## src/rtl/kenh_pkg.sv

```systemverilog
// Shared types and constants for the kenh channel-scan sequencer.
package kenh_pkg;

  localparam int unsigned NCH     = 12;
  localparam int unsigned SELW    = 4;
  localparam int unsigned DWELL_W = 8;

  typedef logic [NCH-1:0]     mask_t;
  typedef logic [SELW-1:0]    sel_t;
  typedef logic [DWELL_W-1:0] dwell_t;

  typedef enum logic [1:0] {
    IDLE   = 2'd0,
    DWELL  = 2'd1,
    SAMPLE = 2'd2,
    DONE   = 2'd3
  } state_e;

endpackage

```

## src/rtl/kenh_next_find.sv

```systemverilog
// Fixed-priority channel finder: lowest enabled channel overall and lowest
// enabled channel strictly above the current select.
module kenh_next_find
  import kenh_pkg::*;
(
  input  logic [NCH-1:0]  mask,
  input  logic [SELW-1:0] cur,
  output logic [SELW-1:0] first,
  output logic [SELW-1:0] next,
  output logic            has_next,
  output logic            any
);

  // Scan from the top down so the lowest matching index is the last one written.
  always_comb begin
    first    = '0;
    next     = '0;
    has_next = 1'b0;
    any      = |mask;
    for (int i = int'(NCH) - 1; i >= 0; i--) begin
      if (mask[i]) begin
        first = SELW'(i);
      end
      if (mask[i] && (SELW'(i) > cur)) begin
        next     = SELW'(i);
        has_next = 1'b1;
      end
    end
  end

endmodule

```

## src/rtl/kenh_scan_seq.sv

```systemverilog
// Channel-scan sequencer: walks the mux select over enabled channels, dwells
// on each, samples mux bit 0, and publishes a snapshot per completed sweep.
module kenh_scan_seq
  import kenh_pkg::*;
(
  input  logic               clk,
  input  logic               rst_n,
  input  logic               start,
  input  logic               stop,
  input  logic               continuous,
  input  logic [NCH-1:0]     ch_mask,
  input  logic [DWELL_W-1:0] dwell,
  input  logic               mux_in,
  output logic [SELW-1:0]    sel,
  output logic               sel_valid,
  output logic [NCH-1:0]     sample_vec,
  output logic               busy,
  output logic               done
);

  state_e      state_q, state_d;
  sel_t        sel_q, sel_d;
  logic        sel_valid_q, sel_valid_d;
  mask_t       sample_vec_q, sample_vec_d;
  logic        busy_q, busy_d;
  logic        done_q, done_d;
  mask_t       working_q, working_d;
  dwell_t      cnt_q, cnt_d;
  mask_t       mask_q, mask_d;
  dwell_t      dwell_q, dwell_d;
  logic        cont_q, cont_d;

  mask_t       find_mask_c;
  sel_t        fnd_first;
  sel_t        fnd_next;
  logic        fnd_has_next;
  logic        fnd_any;
  mask_t       merged_c;

  // Latch points (IDLE start, DONE wrap) search the live mask; mid-sweep uses the latched one.
  always_comb begin
    find_mask_c = mask_q;
    if ((state_q == IDLE) || (state_q == DONE)) begin
      find_mask_c = ch_mask;
    end
  end

  kenh_next_find u_find (
    .mask     (find_mask_c),
    .cur      (sel_q),
    .first    (fnd_first),
    .next     (fnd_next),
    .has_next (fnd_has_next),
    .any      (fnd_any)
  );

  // Working vector with the current channel's sample folded in.
  always_comb begin
    merged_c = working_q;
    for (int k = 0; k < int'(NCH); k++) begin
      if (sel_q == SELW'(k)) begin
        merged_c[k] = mux_in;
      end
    end
  end

  // Next-state and registered-output logic.
  always_comb begin
    state_d      = state_q;
    sel_d        = sel_q;
    sel_valid_d  = sel_valid_q;
    sample_vec_d = sample_vec_q;
    busy_d       = busy_q;
    done_d       = 1'b0;
    working_d    = working_q;
    cnt_d        = cnt_q;
    mask_d       = mask_q;
    dwell_d      = dwell_q;
    cont_d       = cont_q;

    unique case (state_q)
      IDLE: begin
        if (start && !stop && fnd_any) begin
          mask_d      = ch_mask;
          dwell_d     = dwell;
          cont_d      = continuous;
          working_d   = '0;
          sel_d       = fnd_first;
          cnt_d       = dwell;
          busy_d      = 1'b1;
          sel_valid_d = 1'b1;
          state_d     = DWELL;
        end
      end

      DWELL: begin
        if (stop) begin
          state_d     = IDLE;
          busy_d      = 1'b0;
          sel_valid_d = 1'b0;
        end else if (cnt_q == '0) begin
          state_d = SAMPLE;
        end else begin
          cnt_d = cnt_q - DWELL_W'(1);
        end
      end

      SAMPLE: begin
        if (stop) begin
          state_d     = IDLE;
          busy_d      = 1'b0;
          sel_valid_d = 1'b0;
        end else begin
          working_d = merged_c;
          if (fnd_has_next) begin
            sel_d   = fnd_next;
            cnt_d   = dwell_q;
            state_d = DWELL;
          end else begin
            // Snapshot and pulse are registered together so they appear in the DONE cycle.
            sample_vec_d = merged_c;
            done_d       = 1'b1;
            sel_valid_d  = 1'b0;
            state_d      = DONE;
          end
        end
      end

      DONE: begin
        if (stop || !cont_q || !fnd_any) begin
          state_d     = IDLE;
          busy_d      = 1'b0;
          sel_valid_d = 1'b0;
        end else begin
          mask_d      = ch_mask;
          dwell_d     = dwell;
          working_d   = '0;
          sel_d       = fnd_first;
          cnt_d       = dwell;
          sel_valid_d = 1'b1;
          state_d     = DWELL;
        end
      end

      default: begin
        state_d     = IDLE;
        busy_d      = 1'b0;
        sel_valid_d = 1'b0;
      end
    endcase
  end

  // State and output registers.
  always_ff @(posedge clk or negedge rst_n) begin
    if (!rst_n) begin
      state_q      <= IDLE;
      sel_q        <= '0;
      sel_valid_q  <= 1'b0;
      sample_vec_q <= '0;
      busy_q       <= 1'b0;
      done_q       <= 1'b0;
      working_q    <= '0;
      cnt_q        <= '0;
      mask_q       <= '0;
      dwell_q      <= '0;
      cont_q       <= 1'b0;
    end else begin
      state_q      <= state_d;
      sel_q        <= sel_d;
      sel_valid_q  <= sel_valid_d;
      sample_vec_q <= sample_vec_d;
      busy_q       <= busy_d;
      done_q       <= done_d;
      working_q    <= working_d;
      cnt_q        <= cnt_d;
      mask_q       <= mask_d;
      dwell_q      <= dwell_d;
      cont_q       <= cont_d;
    end
  end

  assign sel        = sel_q;
  assign sel_valid  = sel_valid_q;
  assign sample_vec = sample_vec_q;
  assign busy       = busy_q;
  assign done       = done_q;

endmodule

```

## config.mk

```make
export PLATFORM = sky130hd
export DESIGN_NAME = kenh_scan_seq
export DESIGN_NICKNAME = d
export VERILOG_FILES = /design/src/rtl/kenh_pkg.sv /design/src/rtl/kenh_next_find.sv /design/src/rtl/kenh_scan_seq.sv
export SDC_FILE = /design/constraint.sdc
export NUM_CORES = 1
export LEC_CHECK = 0
export CAP_MARGIN = 0
export CORE_MARGIN = 4
export CORE_UTILIZATION = 50
export DETAILED_ROUTE_END_ITERATION = 12
export PLACE_DENSITY = 0.72
export SETUP_SLACK_MARGIN = 0.05
export SYNTH_ARGS = -nofsm -noshare
export SYNTH_HDL_FRONTEND = slang
export SYNTH_SLANG_ARGS = --single-unit
export TNS_END_PERCENT = 10
```

## constraint.sdc

```tcl
create_clock -name clk -period 6.2 [get_ports clk]
set_clock_uncertainty 0.2 [all_clocks]
set_input_delay 0.62 -clock clk [delete_from_list [all_inputs] [get_ports clk]]
set_output_delay 0.62 -clock clk [all_outputs]
set_load 0.01 [all_outputs]
```

==> results of run 1 <==
## state kept, by name (all words and copies together) (netlist names), 2 cells and up
| name | flops |
|---|---|
| cnt_q | 8 |
| dwell_q | 8 |
| mask_q | 12 |
| sample_vec | 12 |
| sel | 4 |
| state_q | 2 |
| working_q | 12 |
## metrics by stage
stage	utilization, %	cell area, sq um	total power, mW	std cells
3_3_place_gp	57.5	4440	1.99	545
5_1_grt	60.1	4640	2.58	560
2_1_floorplan	-	3990	1.75	419
4_1_cts	60.1	4640	2.41	560
6_report	60.1	4640	2.41	560
3_5_place_dp	57.5	4440	2.02	545
## critical path, stage by stage (launching register included)
cell      delay [ns]
dfrtp_1         0.40
inv_1           0.10
ha_1            0.95
or3b_2          0.54
a222oi_1        0.66
a311o_1         0.94
nor2_1          0.17
mux2_1          0.36
## metal layers
layer / routed length (um) / vias to the layer above
li1: - / 1593
met5: 0 / -
met1: 4370 / 1620
met4: 197 / 0
met2: 4530 / 127
met3: 573 / 21
## cells in the final DEF (no fill, tap or decap), types with 3 or more instances in the layout
cell type	n
a31oi_1	5
nor2b_1	6
o21ai_1	5
o21ai_0	17
nor3_1	6
clkdlybuf4s50_1	43
a21oi_1	23
nand3_1	12
ha_1	7
xnor2_1	3
or3b_2	4
buf_4	4
mux2_1	5
a222oi_1	3
a211o_1	3
mux2_2	5
nand2b_1	5
nand2_1	42
o311ai_1	8
a22o_1	4
or3_1	5
nor2_1	39
o211ai_1	8
clkbuf_8	11
a22oi_1	7
mux2i_1	18
or2_2	4
o31ai_1	3
dfrtp_1	62
mux2_4	20
a2bb2oi_1	3
and2_1	6
inv_1	18
## layout make-up
| cell class | instances | area [sq um] |
|---|---|---|
| sequential | 62 | 1550 |
| clock inverter | 3 | 43.8 |
| inverter | 19 | 71.3 |
| multi-input combinational | 314 | 2230 |
| tap | 102 | 128 |
| fill | 647 | 3090 |
| clock buffer | 12 | 155 |
| timing repair buffer | 48 | 465 |
## cell families (layout without fill, tap and decap cells)
logic type                 count (synthesis)  after routing  share of synthesized area, %
buffers and inverters                     43             82                          5.21
AOI/OAI and AO/OA                        111            111                          19.9
and+or+nand+nor                          143            143                          17.8
muxes                                     48             48                          14.9
xor gates and xnor gates                   5              5                          1.10
DFF                                       62             62                          38.9
adders and majority gates                  7              7                          2.20
## power by group through the flow
| stage | combinational [mW] | sequential, mW | clock [mW] |
|---|---|---|---|
| after global placement | 1.29 | 0.705 | 0 |
| after floorplan | 1.09 | 0.654 | 0 |
| final | 1.34 | 0.703 | 0.368 |
| after detailed placement | 1.31 | 0.706 | 0 |
| after global routing | 1.46 | 0.727 | 0.395 |
| after CTS | 1.33 | 0.702 | 0.377 |
## worst max-delay path by stage
| stage | start | to | slack (ns) |
|---|---|---|---|
| 4_1_cts | state_q[0] | sel[2] | 1.76 |
| 5_1_grt | state_q[0] | sel[2] | 1.41 |
| 3_5_place_dp | state_q[0] | sel[2] | 1.81 |
| 2_1_floorplan | state_q[0] | dwell_q[5] | 3.21 |
| 6_report | state_q[0] | sel[2] | 1.74 |
| 3_3_place_gp | state_q[0] | sel[2] | 1.97 |
==> results.md, run 1 <==
- Status: finished clean
- WP data required: 6.22 ns
- Post-synthesis cell area: 3990 sq um
- Ranking of synthesized cells by area: dfrtp_1 39%, mux2_4 7.5%, mux2i_1 4.5%
- Peak VDD IR: 0.244 mV
- Relative slew slack: 33.3%
- Hold buffer count at cts: 0
- EDFF count, synth: 0
- Max_cap viols: 0
- Switching share of total power: 42.1%
- Largest net degree at the start of global routing: between 60 and 70
- Seq pwr share: 29.2%
- Switching power: 1.01 mW
- Max Clock Freq: 224 MHz
- Vias in the first global route: 3300
- Synth unique cells: 65
- Worst Path Arrival: 4.48 ns
- Reg2reg end: sel[2]
- GRT Total Usage: 20.8%
- Most frequent cell after synthesis: dfrtp_1
- FP Rows: 32
- Setup repair after global routing missed its margin: no
- Hold Fails Final Rpt: 0
- CTS sink cnt: between 60 and 70
- Met2 global-route usage: 33.3%
- Tightest Pin Transition: 1.00 ns
- Full die area: 9470 sq um
- Hpwl dp: 6540 um
- Clock slew at reported path FFs: 0.07 ns
- DIE HEIGHT: 97.3 um
- Global-route wire length before repair: ~16000 um
- Vias per Instance: 6.00
- Via count: 3361
- Setup TNS: 0 ns
- Routed len/inst: 17.3 um
- Most Crowded Layer GR: met2
- Clock latency on the worst-skew pair: 0.34 ns
- GRT met1 Usage: 27.4%
- Fin crit share: 71.9%
- Dominant cell type by area after synthesis: dfrtp_1
- R2R setup slack: around 1.7 ns
- Initial antenna violation count: 0
- Clk root buf: clkbuf_8
- Synthesized Nets: approximately 450
- Share of the synthesized area in the top cell type: about two fifths
- H-tree Lvls: 3
- Post-route ant nets: 0
- Synth Warn #: 0
- Worst Hold Class: in2async
- DRT iter0 DRCs: 298
- Commonest cells in the synthesized netlist: 62 x dfrtp_1, 42 x nand2_1, 39 x nor2_1
- Worst setup SP type: register
- Placer Congestion: 0.880
- Final hold slack: 0.217 ns
- CTS resizes: 0
- Met3 global-route usage: 5.03%
- Grt total ovfl: 0
- Worst Slack Setup Final: 1.74 ns
- Share of cells above drive strength 1: 13.1%
- Port Buffers: 44
- Worst r2r src: state_q[0]
- Layout Nets: a little under 500
- CTS max path bufs: 2
- Post-layout min period: 4.46 ns
- Top-Level Pins: 45
- TritonCTS clock tree: yes
- Ys async rst share: 100%
- Final setup viols: 0
- Clk pwr share: 15.3%
- Number of synthesized register bits: 62
- Crit-path max FO: 35
- Pleak: 2.02 nW
- Remaining DRCs: 0
- Die width: between 90 and 100 um
- ANT cells: 0
- Most common flop cell mapped by yosys: dfrtp_1
- Post-CTS Setup Bufs: 0
- Worst setup EP type: register
- Final wirelength: 9670 um
- CP Class: reg2reg
- Drt pass-1 iters: 7
- Internal power: 1.40 mW
- Pwr dens: 519 nW/um^2
- Synth Instances: 419
- Setup WS pre-CTS: approximately 1.8 ns
- R2R cell count: 7
- Area grow syn2layout: 16.4%
- Mapped Avg Cell Area: 9.51 sq um
- Initial Util: 51.6%
- Slew Viols, Final: 0
- Core area: 7730 sq um
- Seq/Total Area, Yosys: about two fifths
- Combinational share of power: 55.5%
- CTS Buf Count: 9
(Power assumes the default switching activity.)
==> run 2, diff against run 1 <==
==> constraint.sdc (replaced) <==
create_clock -name clk -period 4.4 [get_ports clk]
set_clock_uncertainty 0.2 [all_clocks]
set_input_delay 0.44 -clock clk [delete_from_list [all_inputs] [get_ports clk]]
set_output_delay 0.44 -clock clk [all_outputs]
set_load 0.01 [all_outputs]
==> run 2 against run 1 <==
Sequential share of layout area shrank 0.44 points. Largest power group unchanged. Power up 44%. Sequential cell count is the same. Register-to-register slack worse by 1.1 ns. Core utilization increased by 0.81 points. Highest routed layer unchanged. Count of clock-buffer cells in the layout fell by 2. Global-route usage up 0.22 points.
==> results.md, run 2 (synthesis results as in run 1) <==
- Status: finished clean
- Share of cells above drive strength 1: 14.0%
- Largest net degree at the start of global routing: 35
- CTS max path bufs: 2
- Relative slew slack: between 50% and 60%
- Vias per Instance: 5.94
- Post-route ant nets: 0
- Reg2reg end: mask_q[11]
- Hold buffer count at cts: 1
- Worst r2r src: state_q[0]
- Remaining DRCs: 0
- Fin crit share: between 80 and 90%
- DRT iter0 DRCs: 220
- GRT Total Usage: a little over a fifth
- Clock latency on the worst-skew pair: 0.34 ns
- Initial antenna violation count: 0
- Worst setup EP type: register
- Commonest non-fill, non-tap cell in the layout: dfrtp_1
- Global-route wire length before repair: 16300 um
- Hold Path Sink: working_q[9]
- Drt pass-1 iters: 4
- Vias in the first global route: 3300
- Pwr dens: 738 nW/um^2
- Max_cap viols: 0
- DIE HEIGHT: approximately 97 um
- Routed len/inst: ~17 um
- Final hold slack: about 0.29 ns
- Slew Viols, Final: 0
- WP data required: 4.43 ns
- Peak VDD IR: ~0.34 mV
- CTS sink cnt: 62
- Most frequent cells in the layout: 62 x dfrtp_1, 43 x clkdlybuf4s50_1, 42 x nand2_1
- Final setup viols: 0
- ANT cells: 0
- Clk root buf: clkbuf_8
- Grt total ovfl: 0
- Post-layout min period: 3.76 ns
- Full die area: about 9500 sq um
- Via count: 3356
- WHS Path Cells: 2
- Worst Path Arrival: around 3.8 ns
- Initial Util: 51.6%
- Hold Fails Final Rpt: 0
- Top-Level Pins: 45
- R2R cell count: 10
- Clock slew at reported path FFs: roughly 0.07 ns
- Port Buffers: 44
- Tightest Pin Transition: 0.727 ns
- Worst Slack Setup Final: about 0.64 ns
- CP Class: reg2reg
- Worst setup SP type: register
- Setup WS pre-CTS: 0.687 ns
- Max Clock Freq: 266 MHz
- Hpwl dp: 6790 um
- TritonCTS clock tree: yes
- FP Rows: 32
- H-tree Lvls: 3
- Pleak: 2.05 nW
- HP Start: working_q[9]
- R2R setup slack: 0.64 ns
- Fill count: approximately 650
- Crit-path max FO: 24
- CTS resizes: 0
- Area grow syn2layout: 18.0%
- Die width: 97.3 um
- Placer Congestion: 0.901
- Setup TNS: 0 ns
- Worst Hold Class: reg2reg
- CTS Buf Count: 9
- Final wirelength: 9780 um
- Layout Nets: roughly 500
- Core area: 7730 sq um
- Post-CTS Setup Bufs: 0
- Setup repair after global routing missed its margin: no
## run 2: cell count changes in the layout (fill, tap and decap cells not counted), sizes merged
cell         before  now
clkbuf           12   10
bufinv            1    2
dlygate4sd3       0    1
buf               5    9
clkinv            3    2
clkinvlp          0    2
## run 2: layout make-up
| class | instances | area [sq um] | share of cell area (%) |
|---|---|---|---|
| clock inverter | 5 | 83.8 | 1.78 |
| timing repair buffer | 53 | 505 | 10.7 |
| sequential | 62 | 1550 | 33.0 |
| multi-input combinational | 314 | 2230 | 47.3 |
| clock buffer | 10 | 138 | 2.93 |
| inverter | 19 | 71.3 | 1.52 |
| tap | 102 | 128 | 2.71 |
## run 2: report_power, final
part	internal (mW)	switching (mW)
logic	0.919	0.985
registers	0.771	0.226
clock network	0.332	0.241
## run 2: routing by layer
metal	up-vias	wire length [um]	track usage, %
li1	1603	-	-
met1	1650	4700	28.6
met2	93	4510	33.8
met3	10	447	4.52
met4	0	120	6.39
met5	-	0	0
## run 2: worst max-delay path by stage
| stage | from | endpoint | slack, ns | cells past startpoint |
|---|---|---|---|---|
| global placement | state_q[0] | mask_q[10] | 0.77 | 10 |
| finish | state_q[0] | mask_q[11] | 0.64 | 10 |
| global route | state_q[1] | mask_q[11] | 0.43 | 10 |
| CTS | state_q[0] | mask_q[11] | 0.65 | 10 |
| detailed placement | state_q[0] | mask_q[11] | 0.69 | 10 |
| floorplan | state_q[0] | dwell_q[5] | 1.41 | 10 |
## run 2: critical path: stages (launching register included)
cell      delay (ns)
dfrtp_1         0.40
inv_1           0.10
ha_1            0.77
buf_4           0.29
or3_1           0.16
a222oi_1        0.10
buf_4           0.16
and2_4          0.15
a211oi_4        0.59
buf_4           0.38
mux2_4          0.33
## run 2: metrics by stage
stage	util (%)	area (sq um)	std cells	power, mW
floorplan	-	3990	419	2.46
global placement	57.9	4470	549	2.83
detailed placement	57.9	4470	549	2.88
CTS	60.9	4700	565	3.47
global route	60.9	4700	565	3.71
finish	60.9	4700	565	3.47
==> run 3, diff against run 2 <==
--- a/config.mk
+++ b/config.mk
@@ -9,6 +9,7 @@
 export CORE_MARGIN = 4
 export CORE_UTILIZATION = 50
 export DETAILED_ROUTE_END_ITERATION = 12
+export HOLD_SLACK_MARGIN = 0.05
 export PLACE_DENSITY = 0.72
 export SETUP_SLACK_MARGIN = 0.05
 export SYNTH_ARGS = -nofsm -noshare
==> results of run 3 <==
Final layout, timing and power as in run 2 (identical DEF).
